<file path="src/rtl/seg_capture.sv">
// Sniffs a multiplexed 4-digit, active-low 7-segment display and emits one decoded
// record per stably-held digit, keeping a frame of the last good value per digit.
`timescale 1ns/1ps
module seg_capture #(
   parameter int STABLE_CYCLES = 16
) (
   input  logic        clk,
   input  logic        rst_n,
   input  logic [6:0]  seg_in,
   input  logic [3:0]  dig_sel,
   output logic        out_valid,
   input  logic        out_ready,
   output logic [1:0]  out_digit,
   output logic [3:0]  out_val,
   output logic        out_blank,
   output logic        out_err,
   output logic [15:0] frame_out,
   output logic        overrun
);

   typedef enum logic [1:0] {IDLE, QUAL, EMIT, WAIT_CHG} state_t;

   localparam logic [7:0] CNT_LAST = 8'(STABLE_CYCLES - 1);

   // Returns {err, blank, val}; blank and err are mutually exclusive by construction.
   function automatic logic [5:0] decode_seg(input logic [6:0] seg);
      logic [5:0] r;
      case (seg)
         7'b1000000: r = {2'b00, 4'h0};
         7'b1111001: r = {2'b00, 4'h1};
         7'b0100100: r = {2'b00, 4'h2};
         7'b0110000: r = {2'b00, 4'h3};
         7'b0011001: r = {2'b00, 4'h4};
         7'b0010010: r = {2'b00, 4'h5};
         7'b0000010: r = {2'b00, 4'h6};
         7'b1111000: r = {2'b00, 4'h7};
         7'b0000000: r = {2'b00, 4'h8};
         7'b0011000: r = {2'b00, 4'h9};
         7'b0001000: r = {2'b00, 4'hA};
         7'b0000011: r = {2'b00, 4'hB};
         7'b0100111: r = {2'b00, 4'hC};
         7'b0100001: r = {2'b00, 4'hD};
         7'b0000110: r = {2'b00, 4'hE};
         7'b0001110: r = {2'b00, 4'hF};
         7'b1111111: r = {2'b01, 4'h0};
         default:    r = {2'b10, 4'h0};
      endcase
      return r;
   endfunction

   function automatic logic sel_valid(input logic [3:0] sel);
      return (sel == 4'b1110) || (sel == 4'b1101) || (sel == 4'b1011) || (sel == 4'b0111);
   endfunction

   function automatic logic [1:0] sel_index(input logic [3:0] sel);
      logic [1:0] r;
      case (sel)
         4'b1101: r = 2'd1;
         4'b1011: r = 2'd2;
         4'b0111: r = 2'd3;
         default: r = 2'd0;
      endcase
      return r;
   endfunction

   // Reset asserts immediately but releases only on a clock edge.
   logic rst_meta_q, rst_sync_q;
   always_ff @(posedge clk or negedge rst_n) begin
      if (!rst_n) begin
         rst_meta_q <= 1'b0;
         rst_sync_q <= 1'b0;
      end else begin
         rst_meta_q <= 1'b1;
         rst_sync_q <= rst_meta_q;
      end
   end

   logic [6:0] seg_s1_q, seg_s2_q;
   logic [3:0] sel_s1_q, sel_s2_q;
   always_ff @(posedge clk or negedge rst_sync_q) begin
      if (!rst_sync_q) begin
         seg_s1_q <= '1;
         seg_s2_q <= '1;
         sel_s1_q <= '1;
         sel_s2_q <= '1;
      end else begin
         seg_s1_q <= seg_in;
         seg_s2_q <= seg_s1_q;
         sel_s1_q <= dig_sel;
         sel_s2_q <= sel_s1_q;
      end
   end

   state_t      state_q, state_d;
   logic [6:0]  cap_seg_q, cap_seg_d;
   logic [3:0]  cap_sel_q, cap_sel_d;
   logic [7:0]  cnt_q, cnt_d;
   logic [1:0]  out_digit_q, out_digit_d;
   logic [3:0]  out_val_q, out_val_d;
   logic        out_blank_q, out_blank_d;
   logic        out_err_q, out_err_d;
   logic [15:0] frame_q, frame_d;
   logic        overrun_q, overrun_d;
   logic [5:0]  cap_dec;
   logic [1:0]  cap_idx;
   logic        pair_eq;

   assign cap_dec = decode_seg(cap_seg_q);
   assign cap_idx = sel_index(cap_sel_q);
   assign pair_eq = (seg_s2_q == cap_seg_q) && (sel_s2_q == cap_sel_q);

   always_comb begin
      state_d     = state_q;
      cap_seg_d   = cap_seg_q;
      cap_sel_d   = cap_sel_q;
      cnt_d       = cnt_q;
      out_digit_d = out_digit_q;
      out_val_d   = out_val_q;
      out_blank_d = out_blank_q;
      out_err_d   = out_err_q;
      frame_d     = frame_q;
      overrun_d   = overrun_q;
      case (state_q)
         IDLE: begin
            if (sel_valid(sel_s2_q)) begin
               cap_seg_d = seg_s2_q;
               cap_sel_d = sel_s2_q;
               cnt_d     = '0;
               state_d   = QUAL;
            end
         end
         QUAL: begin
            if (!pair_eq) begin
               cap_seg_d = seg_s2_q;
               cap_sel_d = sel_s2_q;
               cnt_d     = '0;
               if (!sel_valid(sel_s2_q)) state_d = IDLE;
            end else if (cnt_q == CNT_LAST) begin
               // Record and frame are both taken from the qualified capture.
               state_d     = EMIT;
               out_digit_d = cap_idx;
               out_val_d   = cap_dec[3:0];
               out_blank_d = cap_dec[4];
               out_err_d   = cap_dec[5];
               if (!cap_dec[5]) frame_d[{cap_idx, 2'b00} +: 4] = cap_dec[3:0];
            end else begin
               cnt_d = cnt_q + 8'd1;
            end
         end
         EMIT: begin
            if (sel_valid(sel_s2_q) && (sel_s2_q != cap_sel_q)) overrun_d = 1'b1;
            if (out_ready) state_d = WAIT_CHG;
         end
         WAIT_CHG: begin
            if (sel_s2_q != cap_sel_q) state_d = IDLE;
         end
         default: state_d = IDLE;
      endcase
   end

   always_ff @(posedge clk or negedge rst_sync_q) begin
      if (!rst_sync_q) begin
         state_q     <= IDLE;
         cap_seg_q   <= '1;
         cap_sel_q   <= '1;
         cnt_q       <= '0;
         out_digit_q <= '0;
         out_val_q   <= '0;
         out_blank_q <= 1'b0;
         out_err_q   <= 1'b0;
         frame_q     <= '0;
         overrun_q   <= 1'b0;
      end else begin
         state_q     <= state_d;
         cap_seg_q   <= cap_seg_d;
         cap_sel_q   <= cap_sel_d;
         cnt_q       <= cnt_d;
         out_digit_q <= out_digit_d;
         out_val_q   <= out_val_d;
         out_blank_q <= out_blank_d;
         out_err_q   <= out_err_d;
         frame_q     <= frame_d;
         overrun_q   <= overrun_d;
      end
   end

   assign out_valid = (state_q == EMIT);
   assign out_digit = out_digit_q;
   assign out_val   = out_val_q;
   assign out_blank = out_blank_q;
   assign out_err   = out_err_q;
   assign frame_out = frame_q;
   assign overrun   = overrun_q;

endmodule

</file>
<file path="config.mk">
export PLATFORM = sky130hd
export DESIGN_NAME = seg_capture
export DESIGN_NICKNAME = d
export VERILOG_FILES = /design/src/rtl/seg_capture.sv
export SDC_FILE = /design/constraint.sdc
export NUM_CORES = 1
export LEC_CHECK = 0
export CAP_MARGIN = 20
export CORE_ASPECT_RATIO = 1.75
export CORE_UTILIZATION = 35
export CTS_BUF_LIST = sky130_fd_sc_hd__clkbuf_2
export DETAILED_ROUTE_END_ITERATION = 8
export GPL_TIMING_DRIVEN = 0
export PLACE_DENSITY = 0.65
export SETUP_SLACK_MARGIN = 0.4
export SKIP_LAST_GASP = 1
export SYNTH_ARGS = -nofsm -noshare
export SYNTH_HDL_FRONTEND = slang
export SYNTH_SLANG_ARGS = --single-unit
export TNS_END_PERCENT = 5
</file>
<file path="constraint.sdc">
create_clock -name clk -period 6.1 [get_ports clk]
set_input_delay 1.525 -clock clk [delete_from_list [all_inputs] [get_ports clk]]
set_output_delay 1.525 -clock clk [all_outputs]
set_load 0.01 [all_outputs]
</file>
==> results by group <==
Run status
  – Outcome: finished clean

Drt
  – DRT iter0 DRCs: 62
  – Antenna-violating nets left: 0
  – Final WL: 6805 microns
  – DR WL/cell: 14.76 microns
  – DRT Pass-1 Iters: 4
  – Vias per inst: 5.065
  – DRC: 0
  – Vias: 2335

CTS
  – H-tree depth: 3
  – Root buffer cell: clkbuf_2
  – Sink Count: 70
  – CTS tree: yes
  – Cts hold-fix bufs: 0
  – Cts bufs inserted: 9
  – Clk_lat worst skew: 0.53 ns
  – Maximum buffer depth of the clock tree: 2
  – Post_cts resized: 0
  – Postcts setup bufs: 0
  – CTS clk-pin slew, worst paths: 0.20 ns

Global routing
  – Largest net degree at the start of global routing: 69
  – First-pass GRT wire length: 11380 microns
  – Total GRT Usage: 15.82%
  – Initial antenna violation count: 0
  – Overflow after GRT: 0
  – Vias in the first global route: 2404

Min path
  – Hold Crit Depth: 0
  – Worst hold path type: flop to flop
  – Hold_sp: sel_s1_q[3]

Logic synthesis
  – Post-synth ARST share: 100.0%
  – Post-synth net total: 305
  – Synth cell types: 63
  – Fraction of synthesized cell area in xor and xnor cells: 4.491%
  – Synthesis-stage register bit count: 70
  – Mux contribution to synthesized area: 4.717%
  – Synth Area in Compound Gates: 13.21%
  – Synth Warn #: 0
  – Synth top area share: 27.92%
  – Syn Inst Count: 286
  – Simple-gate share of the synthesized area: 18.42%
  – Syn_area_per_cell: 11.59 sq um
  – EDFF count, synth: 0
  – Synth Flop Type: dfrtp_1
  – Post-Synth Adder-Cell Area: 1.887%
  – Largest family of logic cells by synthesized area: simple AND/OR/NAND/NOR gates
  – Area contributors post-synth: dfrtp_1 28%, dfstp_2 26%, mux2_2 4.1%
  – Cell taking the most area after synthesis: dfrtp_1
  – Synthesized area: 3316 sq um
  – Seq/Total Area, Yosys: 54.08%

Placed design
  – GPL Wtd Cong: 0.8422
  – Placed cells: 445
  – Port bufs: 39
  – Pre-CTS setup slack: 3.406 ns
  – Hpwl dp: 5068 microns

Finish
  – Most frequent cells in the layout: 39 x clkdlybuf4s50_1, 36 x dfrtp_1, 33 x dfstp_2
  – Layout cells sized above 1: 26.39%
  – Final core occ: 43.33%
  – Leading cell type in the layout, fill and taps excluded: clkdlybuf4s50_1
  – Diodes inserted: 0
  – Final Net Count: 355
  – Final std cells w/o fill: 461
  – Fillcell total: 884
  – P&R area growth vs syn: 19.58%

Floorplan
  – Site Rows: 46
  – Chip width: 75.58 microns
  – Core Footprint: 9151 sq um
  – Initial core utilization: 36.23%
  – IO Pins: 40
  – Die ar.: 9882 sq um
  – Die height: 130.8 microns

Critical path
  – R2r startpoint: cap_seg_q[4]
  – Kind of critical path: flop to primary output
  – CP Capture Type: primary output
  – Startpoint types: flop
  – Worst Path Arrival: 1.76 ns
  – Worst EP required: 4.58 ns
  – R2R cell count: 7
  – Critical Path Fanout Max: 7

Power
  – Power Density: 339.7 nW/um^2
  – Total Power: 1.347 mW
  – Worst vdd ir: 0.1572 mV
  – Leakage: 1.703 nW

Timing
  – Slew headroom: 34.95%
  – FMAX: 304.1 MHz
  – Setup WS post-layout: 2.811 ns
  – Final setup TNS: 0 ns
  – Final Max Slew Viols: 0
  – Unrepaired setup endpoints after global routing: no
  – Hold Vio Cnt, Final: 0
  – Tmin final: 3.289 ns
  – Max Clock Skew: 0.03417 ns
  – Final setup fails: 0
  – Worst slew pin tran: 0.9757 ns
  – Final worst-path cycle share: 53.91%

Job
  – Max-cap violations: 0
## per-layer routing
| metal | routed length, microns | global-route usage, % |
|---|---|---|
| met5 | 0 | 0 |
| met4 | 197 | 9.368 |
| met3 | 177 | 3.298 |
| met2 | 3841 | 29.31 |
| met1 | 2588 | 15.53 |
## per-stage QoR
step           instance area, sq um  hold slack, ns
2_1_floorplan                  3316          0.3312
3_3_place_gp                   3856          0.3367
3_5_place_dp                   3860          0.3373
4_1_cts                        3965          0.3687
5_1_grt                        3965          0.3733
6_report                       3965          0.3680
## state kept, by name, summed over array words and instances, names as in the netlist, named ones only
register	count
frame_out	16
cnt_q	8
cap_seg_q	7
seg_s1_q	7
seg_s2_q	7
cap_sel_q	4
out_val	4
sel_s1_q	4
sel_s2_q	4
out_digit	2
out_blank	1
out_err	1
overrun	1
rst_meta_q	1
rst_sync_q	1
state_q	1
## kinds of logic (layout without fill, tap and decap cells)
group	Yosys count	count (layout)
simple gates	92	92
compound gates	70	70
flops	70	70
xor+xnor	17	17
buf+inv	17	72
mux	14	14
fa+ha+maj	5	5
other cells	1	1
## where the power goes
group          switching (mW)  internal (mW)
clock                   0.158         0.0947
sequential             0.0574          0.542
combinational           0.295          0.200
total                   0.510          0.837
## critical path, stage by stage (launching register included)
cell and delay, ns:
dfrtp_1 0.48, nor2b_1 0.20, clkdlybuf4s50_1 0.56
## cell usage after synthesis, types with 3 or more instances
| library cell | count |
|---|---|
| nand2_1 | 22 |
| dfrtp_1 | 37 |
| mux2_2 | 12 |
| nor2_1 | 11 |
| or3_1 | 3 |
| xnor2_1 | 7 |
| a21oi_1 | 10 |
| ha_1 | 5 |
| dfstp_2 | 33 |
| nand3_1 | 12 |
| o21ai_1 | 8 |
| o2bb2ai_1 | 8 |
| nand2b_1 | 3 |
| buf_6 | 3 |
| xor2_1 | 10 |
| nor4_1 | 3 |
| buf_2 | 10 |
| o21ai_0 | 24 |
| inv_1 | 3 |
## worst paths after layout
check	slack (ns)	to
setup / recovery	2.81	out_valid
hold / removal	0.37	sel_s2_q[3]
setup reg to reg	3.72	out_val[0]
hold reg to reg	0.37	sel_s2_q[3]
max in group asynchronous	4.83	rst_sync_q
min in group asynchronous	0.45	cnt_q[2]
## cell type report
cell class | instances | area (sq um) | share of cell area (%)
sequential | 70 | 1797 | 45.31
multi-input combinational | 199 | 1420 | 35.82
timing repair buffer | 39 | 390.4 | 9.845
tap | 120 | 150.1 | 3.787
buffer | 14 | 91.34 | 2.304
clock buffer | 11 | 55.05 | 1.388
clock inverter | 5 | 50.05 | 1.262
inverter | 3 | 11.26 | 0.2840
Note: power is estimated with default switching activity, not from simulation.
